## src/rtl/pipe_skid_reg_if.sv

```systemverilog
// pipe_skid_reg_if: valid/ready handshake bundle around one pipeline register.
//
// Signals:
//   in_valid  / in_ready  / in_data   upstream side (producer -> register)
//   out_valid / out_ready / out_data  downstream side (register -> consumer)
//
// Modports:
//   master : the environment (drives in_*, out_ready; observes the rest)
//   slave  : the pipeline register itself
interface pipe_skid_reg_if #(
   parameter int N = 32
);
   logic         in_valid;
   logic         in_ready;
   logic [N-1:0] in_data;
   logic         out_valid;
   logic         out_ready;
   logic [N-1:0] out_data;

   modport master (
      output in_valid, in_data, out_ready,
      input  in_ready, out_valid, out_data
   );

   modport slave (
      input  in_valid, in_data, out_ready,
      output in_ready, out_valid, out_data
   );
endinterface

```

## src/rtl/pipe_skid_reg.sv

```systemverilog
// pipe_skid_reg: two-entry elastic pipeline register (main + skid).
//
// Sits between two pipeline stages. Full throughput is sustained while
// in_ready comes straight from a flop, so out_ready never reaches in_ready
// through logic in the same cycle. flush squashes everything buffered.
//
// Ports:
//   clk        rising-edge clock
//   rst        asynchronous active-low reset (clears state and data)
//   flush      synchronous squash of all buffered entries
//   bus        pipe_skid_reg_if.slave handshake bundle
//   state_dbg  current FSM state: 0=EMPTY, 1=BUSY, 2=FULL
//
// Handshake: a transfer happens on a rising edge where valid and ready are
// both 1 on the same side (in_fire = in_valid & in_ready, out_fire =
// out_valid & out_ready). A producer holding valid=1 keeps its data stable
// until the transfer; out_valid/out_data are held while out_ready=0.
module pipe_skid_reg #(
   parameter int N = 32
) (
   input  logic                clk,
   input  logic                rst,
   input  logic                flush,
   pipe_skid_reg_if.slave      bus,
   output logic [1:0]          state_dbg
);

   typedef enum logic [1:0] {
      EMPTY = 2'b00,   // main invalid
      BUSY  = 2'b01,   // main valid, skid invalid
      FULL  = 2'b10    // main and skid valid; skid is the younger entry
   } state_t;

   state_t       state;
   logic [N-1:0] main_q;
   logic [N-1:0] skid_q;
   logic         out_valid_q;
   logic         in_ready_q;
   logic         in_fire;
   logic         out_fire;

   assign in_fire  = bus.in_valid & in_ready_q;
   assign out_fire = out_valid_q & bus.out_ready;

   // out_valid_q / in_ready_q are kept equal to (state != EMPTY) and
   // (state != FULL) by updating them alongside every state change, so both
   // outputs leave the block straight from flops.
   always_ff @(posedge clk or negedge rst) begin
      if (!rst) begin
         state       <= EMPTY;
         main_q      <= '0;
         skid_q      <= '0;
         out_valid_q <= 1'b0;
         in_ready_q  <= 1'b1;
      end else if (flush) begin
         // Data registers are left alone; out_data is meaningless while
         // out_valid=0. A same-cycle out_fire has already been consumed.
         state       <= EMPTY;
         out_valid_q <= 1'b0;
         in_ready_q  <= 1'b1;
      end else begin
         case (state)
            EMPTY: begin
               if (in_fire) begin
                  main_q      <= bus.in_data;
                  state       <= BUSY;
                  out_valid_q <= 1'b1;
                  in_ready_q  <= 1'b1;
               end
            end
            BUSY: begin
               if (in_fire && out_fire) begin
                  main_q <= bus.in_data;
               end else if (in_fire) begin
                  // Downstream stalled: park the new beat behind main.
                  skid_q     <= bus.in_data;
                  state      <= FULL;
                  in_ready_q <= 1'b0;
               end else if (out_fire) begin
                  state       <= EMPTY;
                  out_valid_q <= 1'b0;
               end
            end
            FULL: begin
               // in_ready is 0 here, so only the drain side can move.
               if (out_fire) begin
                  main_q     <= skid_q;
                  state      <= BUSY;
                  in_ready_q <= 1'b1;
               end
            end
            default: begin
               state       <= EMPTY;
               out_valid_q <= 1'b0;
               in_ready_q  <= 1'b1;
            end
         endcase
      end
   end

   assign bus.out_valid = out_valid_q;
   assign bus.in_ready  = in_ready_q;
   assign bus.out_data  = main_q;
   assign state_dbg     = state;

endmodule

```

## src/flat_wrapper.sv

```systemverilog
// flat-port wrapper written by rule: the top's interface ports become plain ports
module pipe_skid_reg_flat 
#(
   parameter int N = 32
)
  (clk, rst, flush, state_dbg, bus_in_valid, bus_in_data, bus_out_ready, bus_in_ready, bus_out_valid, bus_out_data);
  pipe_skid_reg_if #(.N(N)) bus_i ();
  input  logic clk;
  input  logic rst;
  input  logic flush;
  output logic [1:0] state_dbg;
  input wire logic [$bits(bus_i.in_valid)-1:0] bus_in_valid;
  input wire logic [$bits(bus_i.in_data)-1:0] bus_in_data;
  input wire logic [$bits(bus_i.out_ready)-1:0] bus_out_ready;
  output wire logic [$bits(bus_i.in_ready)-1:0] bus_in_ready;
  output wire logic [$bits(bus_i.out_valid)-1:0] bus_out_valid;
  output wire logic [$bits(bus_i.out_data)-1:0] bus_out_data;
  assign bus_i.in_valid = bus_in_valid;
  assign bus_i.in_data = bus_in_data;
  assign bus_i.out_ready = bus_out_ready;
  assign bus_in_ready = bus_i.in_ready;
  assign bus_out_valid = bus_i.out_valid;
  assign bus_out_data = bus_i.out_data;
  pipe_skid_reg #(.N(N)) u_core (.clk(clk), .rst(rst), .flush(flush), .bus(bus_i), .state_dbg(state_dbg));
endmodule
```

## config.mk

```make
export PLATFORM = sky130hd
export DESIGN_NAME = pipe_skid_reg_flat
export DESIGN_NICKNAME = d
export VERILOG_FILES = /design/src/rtl/pipe_skid_reg_if.sv /design/src/rtl/pipe_skid_reg.sv /design/src/flat_wrapper.sv
export SDC_FILE = /design/constraint.sdc
export NUM_CORES = 1
export LEC_CHECK = 0
export BUFFER_PORTS_ARGS = -buffer_cell sky130_fd_sc_hd__buf_2
export CORE_MARGIN = 10
export CORE_UTILIZATION = 49
export CTS_BUF_LIST = sky130_fd_sc_hd__clkbuf_16
export CTS_CLUSTER_DIAMETER = 120
export DETAILED_ROUTE_END_ITERATION = 7
export HOLD_SLACK_MARGIN = 0.15
export PLACE_DENSITY_LB_ADDON = 0.12
export SLEW_MARGIN = 15
export SYNTH_ARGS = -nofsm -noshare
export SYNTH_HDL_FRONTEND = slang
export SYNTH_SLANG_ARGS = --single-unit
```

## constraint.sdc

```tcl
create_clock -name clk -period 1.6 [get_ports clk]
set_input_delay 0.08 -clock clk [delete_from_list [all_inputs] [get_ports clk]]
set_output_delay 0.08 -clock clk [all_outputs]
set_load 0.05 [all_outputs]
```

==> metrics, run 1 <==
run status finished with violations; failing checks setup timing; GPL Wtd Cong about 0.8; Yosys top cell by area sky130_fd_sc_hd__dfrtp_1; final worst setup slack -98.5 ps; Die Wd roughly 100 microns; number of buffers added by the clock tree synthesis step 9; number of synthesized flops with an enable pin 0; Synth top area share between 40% and 50%; worst slew slack as a fraction of its limit around 60%; slew of the pin with the lowest slew margin roughly 600 ps; LEAKAGE around 2.4 nW; FFs w/ async S/R, synth 100%; Worst Skew ~6.3 ps; Initial Util between 50 and 60%; unrepaired setup endpoints after global routing yes; kind of capture point of the worst setup path flip-flop; Routed Antenna Nets 0; area overhead of the layout relative to synthesis 47.1%; area of the core region 0.00683 sq mm; most used cell along the critical path sky130_fd_sc_hd__buf_4; clock tree root driver cell sky130_fd_sc_hd__clkbuf_16; I/O Buffers 72; biggest area contributors in the synthesized netlist sky130_fd_sc_hd__dfrtp_1, sky130_fd_sc_hd__mux2_4, sky130_fd_sc_hd__and3b_1; maximum number of pins on one net before global-route repair 47; share of layout cells above drive strength 1 51.6%; Distinct cells, synth 28; Skew-Pair Late Insertion Delay roughly 330 ps; final hold violation count 0; list of cells traversed by the critical path buf_4 -> nand2b_2 -> buf_4 -> a211oi_1 -> a22oi_2; count of routing violations after the opening detailed-route iteration between 100 and 150; DP HPWL slightly above 6 mm; post-synthesis adder-cell area fraction 0%; Tcrit/Tclk final 106%; CP Max Fanout 13; sum of overflow across all layers after global routing 0; Avg Synthesized Cell Area 12.1 sq um; post-detailed-route via-to-cell ratio about 5.7; simple logic cell fraction of the synthesized area roughly a tenth; floorplan die height around 100 microns; Core Rows 30; worst stage delay on the critical path roughly 400 ps; number of cells in the design after placement approximately 450; Yosys reg bits 68; Synthesized Nets approximately 320; Worst Path Class, Setup flip-flop to flip-flop; highest clock frequency the design can meet 589 MHz; required time of the critical path around 1800 ps; final core utilization 74.5%; Finished Layout Cells a little over 500; most used flip-flop cell after synthesis sky130_fd_sc_hd__dfrtp_1; first-pass GRT wire length between 15 and 20 mm; total number of H-tree levels 3; average routed wire per standard cell approximately 22 microns; arrival time of the worst setup path around 1900 ps; DRC violation count after routing 0; most repeated cell in the gate-level netlist after synthesis sky130_fd_sc_hd__dfrtp_1; Compound-Gate Fraction of Synth Area 20.7%; time the final worst path needs with I/O delays and setup roughly 1700 ps; I/O pins between 70 and 80; nets@finish approximately 440; initial antenna violation count 0; Post-Route WL 10.9 mm; startpoint type of the worst setup path flip-flop; GR met3 Demand/Resource 4.28%; Most Used Layer, Global Route met2; post-synthesis xor/xnor area fraction 0%; ranking of synthesized cells by instance count sky130_fd_sc_hd__dfrtp_1, sky130_fd_sc_hd__a21oi_1, sky130_fd_sc_hd__and3b_1, sky130_fd_sc_hd__a211oi_1, sky130_fd_sc_hd__a22oi_1; number of optimization iterations in the first detailed-route pass 4; global routing usage on met1 about a quarter; Yosys Warn Count 0; PwrDens about 1900 mW/mm^2; max-capacitance violation count 0; met2 routing resource usage after global routing about 27%; share of cell area taken by muxes after synthesis 14.0%; Max Root-Sink Buffers 2; number of global-route vias before repair roughly 2,900; multi-input combinational cell area about 0.0018 sq mm; proportion of synthesized chip area in sequential cells about half; post-synthesis instance total 287; HP Class input pin to flip-flop; register cell area after layout between 0.0015 and 0.002 sq mm; clock input transition at the sequential cells of the worst setup and hold paths approximately 50 ps; die outline area 0.0108 sq mm; total routing usage reported by global routing 17.8%; maximum vdd ir drop 0.980 mV; main combinational cell family by area after synthesis compound AO/OA/AOI/OAI gates; Worst path slowest cell sky130_fd_sc_hd__dfrtp_2; final count of negative-setup-slack endpoints ~40; setup tns final -2480 ps; number of vias after detailed routing 2,884; CTS tree done; # clock sinks 68; pins over their slew limit 0; antenna diode count 0; count of filler cells inserted in the layout 480; Netlist Area Pre-Place approximately 0.0035 sq mm
report_power, final:
part           internal, W  leakage (nW)  switching (W)  total [W]
Clock              0.00119         0.149       0.000729    0.00192
Combinational      0.00194          1.43        0.00282    0.00475
Sequential         0.00254         0.782       0.000443    0.00298
Total              0.00566          2.37        0.00399    0.00965
critical path: cells and delay by family, from the launching register on:
| kind | cells | cell delay [ps] |
|---|---|---|
| and+or+nand+nor | 1 | 250 |
| buffers and inverters | 2 | 400 |
| AOI/OAI and AO/OA | 2 | 510 |
| DFF | 1 | 400 |
flip-flops by register name, summed over array words and instances, names as in the netlist:
signal,count
u_core.state_dbg,2
u_core.skid_q,32
u_core.bus.in_ready,1
u_core.bus.out_data,32
u_core.bus.out_valid,1
timing repair:
| item | in CTS | in global routing |
|---|---|---|
| hold buffers | 34 | 0 |
| gates cloned | 0 | 7 |
| hold endpoints to repair | 133 | 0 |
| pin swaps | 1 | 29 |
| setup buffers | 0 | 2 |
| resized for setup | 6 | 69 |
| setup endpoints to repair | 43 | 65 |
per-stage QoR:
stage          worst slack (ps)  instance area (sq um)  hold slack (ps)  power, W
4_1_cts                   -83.2                   4640              172   0.00894
6_report                  -98.5                   5090              197   0.00965
2_1_floorplan              -247                   3490             -216   0.00592
3_3_place_gp               -179                   3990             93.0   0.00683
5_1_grt                    -147                   5090              219    0.0101
3_5_place_dp               -202                   3990             89.8   0.00693
kinds of logic after synthesis:
kind of cell | count (synthesis)
DFF | 68
muxes | 33
AOI/OAI and AO/OA | 106
buffers and inverters | 35
and+or+nand+nor | 45
worst paths after layout:
| path | cells after the start | from | to | slack [ps] |
|---|---|---|---|---|
| hold reg to reg | 1 | u_core.skid_q[18] | u_core.skid_q[18] | 500 |
| max in group asynchronous | 3 | rst | u_core.skid_q[27] | 780 |
| min in group asynchronous | 3 | rst | u_core.bus.out_data[9] | 280 |
| setup reg to reg | 5 | u_core.state_dbg[0] | u_core.bus.out_data[13] | -100 |
| setup / recovery | 5 | u_core.state_dbg[0] | u_core.bus.out_data[13] | -100 |
| hold / removal | 4 | bus_in_valid | u_core.bus.out_valid | 200 |
placed cells by master (no fill, tap or decap), drive strengths merged, types with 2 or more instances in the layout:
master       synthesis  routed
a211oi              32      32
a21o                 3       3
a21oi               34      34
a22oi               32      32
and3b               34      34
buf                  8     102
clkbuf              26      13
clkinv               0       4
dfrtp               67      67
dlygate4sd3          0      34
inv                  1       3
mux2                33      33
nand2                3       3
nor2                 2       2
final cells by class:
cell class                 count  share of cell area [%]
timing repair buffer         140                    22.2
clock buffer                   9                    4.42
multi-input combinational    184                    36.2
sequential                    68                    33.6
tap                           96                    2.36
clock inverter                 7                    1.18
inverter                       1                  0.0737
layer usage:
layer	share of wire [%]	wire, microns
met1	44	4840
met2	50	5410
met3	5.0	545
met4	0.87	95
met5	0	0
Power figures use the tool's default switching activity.
==> run 2: changes to the inputs <==
--- a/config.mk
+++ b/config.mk
@@ -13,6 +13,7 @@
 export DETAILED_ROUTE_END_ITERATION = 7
 export HOLD_SLACK_MARGIN = 0.15
 export PLACE_DENSITY_LB_ADDON = 0.12
+export REMOVE_ABC_BUFFERS = 1
 export SLEW_MARGIN = 15
 export SYNTH_ARGS = -nofsm -noshare
 export SYNTH_HDL_FRONTEND = slang
==> metrics, run 2 (synthesized netlist as in run 1, its figures left out) <==
# clock sinks 68 (unchanged); average routed wire per standard cell 19.2 microns (was 21.6 microns); maximum vdd ir drop 0.890 mV (was 0.980 mV); number of optimization iterations in the first detailed-route pass 4 (unchanged); failing checks setup timing (unchanged); final worst setup slack -35.7 ps (was -98.5 ps); startpoint of the lowest-slack hold path bus_in_valid (unchanged); number of buffers added by the clock tree synthesis step 9 (unchanged); initial antenna violation count 0 (unchanged); pins over their slew limit 0 (unchanged); DP HPWL 5.70 mm (was 6.19 mm); clock power share 20.7% (was 19.8%); arrival time of the worst setup path 1840 ps (was 1890 ps); Worst Skew 5.00 ps (was 6.25 ps); final core utilization 68.7% (was 74.5%); power share of the sequential group 33.4% (was 30.9%); Post-Route WL 9.48 mm (was 10.9 mm); max-capacitance violation count 0 (unchanged); dpl cell area 0.00394 sq mm (was 0.00399 sq mm); slew of the pin with the lowest slew margin 453 ps (was 597 ps); final count of negative-setup-slack endpoints 32 (was 41); required time of the critical path 1800 ps (was 1790 ps); LEAKAGE 2.26 nW (was 2.37 nW); number of vias after detailed routing 2,763 (was 2,884); area of the core region 0.00683 sq mm (unchanged); Core Rows 30 (unchanged); I/O pins 73 (unchanged); floorplan die height 104 microns (unchanged); Skew-Pair Late Insertion Delay 320 ps (was 330 ps); Combinational Power Share 45.9% (was 49.2%); number of global-route vias before repair 2,902 (was 2,924); CTS tree done (unchanged); startpoint type of the worst setup path flip-flop (unchanged); clock input transition at the sequential cells of the worst setup and hold paths 50 ps (about the same); maximum number of pins on one net before global-route repair 69 (was 47); internal power summed over all cells 0.00525 W (was 0.00566 W); post-detailed-route via-to-cell ratio 5.59 (was 5.71); final hold violation count 0 (unchanged); kind of capture point of the worst setup path flip-flop (unchanged); Routed Antenna Nets 0 (unchanged); total power consumption of the routed design 0.00890 W (was 0.00965 W); Die Wd 104 microns (unchanged); Initial Util 50.7% (unchanged); run status finished with violations (unchanged); Finished Layout Cells 494 (was 505); Tcrit/Tclk final 102% (was 106%); count of routing violations after the opening detailed-route iteration 161 (was 146); antenna diode count 0 (unchanged); Switch Pwr 0.00364 W (was 0.00399 W); count of filler cells inserted in the layout 534 (was 480); total number of H-tree levels 3 (unchanged); first-pass GRT wire length 15.4 mm (was 15.9 mm); clock tree root driver cell sky130_fd_sc_hd__clkbuf_16 (unchanged); HP Class input pin to flip-flop (unchanged); Switching Share 40.9% (was 41.3%); nets@finish 432 (was 441); die outline area 0.0108 sq mm (unchanged); CP Max Fanout 13 (unchanged); worst slew slack as a fraction of its limit 69.8% (was 60.2%); startpoint of the most critical register-to-register path u_core.bus.out_valid (was u_core.state_dbg[0]); PwrDens 1900 mW/mm^2 (about the same); sum of overflow across all layers after global routing 0 (unchanged); area overhead of the layout relative to synthesis 35.5% (was 47.1%); highest clock frequency the design can meet 611 MHz (was 589 MHz); GPL Wtd Cong 0.714 (was 0.810); post-route cell area 0.00469 sq mm (was 0.00509 sq mm); unrepaired setup endpoints after global routing yes (unchanged); time the final worst path needs with I/O delays and setup 1640 ps (was 1700 ps); final hold slack 212 ps (was 197 ps); share of layout cells above drive strength 1 37.9% (was 51.6%); commonest non-fill, non-tap cell in the layout sky130_fd_sc_hd__buf_2 (unchanged); number of cells in the design after placement 442 (was 446); Worst Setup SP u_core.bus.out_valid (was u_core.state_dbg[0]); commonest non-fill, non-tap cells in the layout sky130_fd_sc_hd__buf_2, sky130_fd_sc_hd__dfrtp_1, sky130_fd_sc_hd__dlygate4sd3_1 (was sky130_fd_sc_hd__buf_2, sky130_fd_sc_hd__dfrtp_1, sky130_fd_sc_hd__a21oi_1, sky130_fd_sc_hd__dlygate4sd3_1, sky130_fd_sc_hd__and3b_1); Worst Path Class, Setup flip-flop to flip-flop (unchanged); total routing usage reported by global routing 17.2% (was 17.8%); DRC violation count after routing 0 (unchanged); Max Root-Sink Buffers 2 (unchanged); I/O Buffers 72 (unchanged)
==> run 2: cell count changes in the layout (fill, tap and decap cells not counted), sizes merged <==
cell	before	now
clkbuf	13	10
buf	102	95
dlygate4sd3	34	35
clkinv	4	2
==> run 2: power groups by stage <==
stage | clock (W) | combinational, W | sequential (W)
2_1_floorplan | 0 | 0.00142 | 0.00438
3_3_place_gp | 0 | 0.00386 | 0.00293
3_5_place_dp | 0 | 0.00392 | 0.00294
4_1_cts | 0.00187 | 0.00401 | 0.00295
5_1_grt | 0.00194 | 0.00434 | 0.00306
6_report | 0.00184 | 0.00409 | 0.00297
==> run 2: timing repair <==
item,in CTS,in global routing
gates cloned,1,1
pin swaps,1,2
buffers inserted,0,2
gates resized for setup,6,14
hold buffers,35,0
hold endpoints to repair,134,0
endpoints found under the setup margin,37,61
==> run 2: final timing paths <==
kind / end / slack [ps] / depth (start not counted)
max: u_core.skid_q[2] / -40 / 4
min: u_core.bus.out_valid / 210 / 4
max reg2reg: u_core.skid_q[2] / -40 / 4
min reg2reg: u_core.skid_q[11] / 500 / 1
max in group asynchronous: u_core.bus.in_ready / 950 / 3
min in group asynchronous: u_core.bus.out_data[16] / 310 / 3
==> run 2: routing by layer <==
metal	wire (microns)	vias up	GRT usage [%]	share of wire (%)
met2	4460	74	26.6	47
met1	4470	1369	22.8	47
li1	-	1310	-	-
met4	114	0	5.86	1.2
met3	437	10	4.40	4.6
met5	0	-	0	0
==> run 2: cell type report <==
class	count	area (sq um)	share of cell area (%)
flip-flops and latches	68	1700	36.3
multi-input cells	184	1620	34.4
repair buffers	131	976	20.8
clock buffers	9	225	4.80
well taps	96	120	2.56
clock inverters	5	47.5	1.01
inverters	1	3.75	0.0800
==> run 2: critical path: stages (launching register included) <==
cell and delay [ps]:
sky130_fd_sc_hd__dfrtp_1 370, sky130_fd_sc_hd__a21bo_1 220, sky130_fd_sc_hd__or3_4 440, sky130_fd_sc_hd__buf_12 190
sky130_fd_sc_hd__mux2_4 300
==> run 2: through the flow <==
stage / setup WS (ps) / setup TNS, ps
global placement: -105 / -3180
finish: -35.7 / -704
global route: -72.6 / -2000
CTS: -60.9 / -1500
floorplan: -1310 / -75820
detailed placement: -137 / -4010
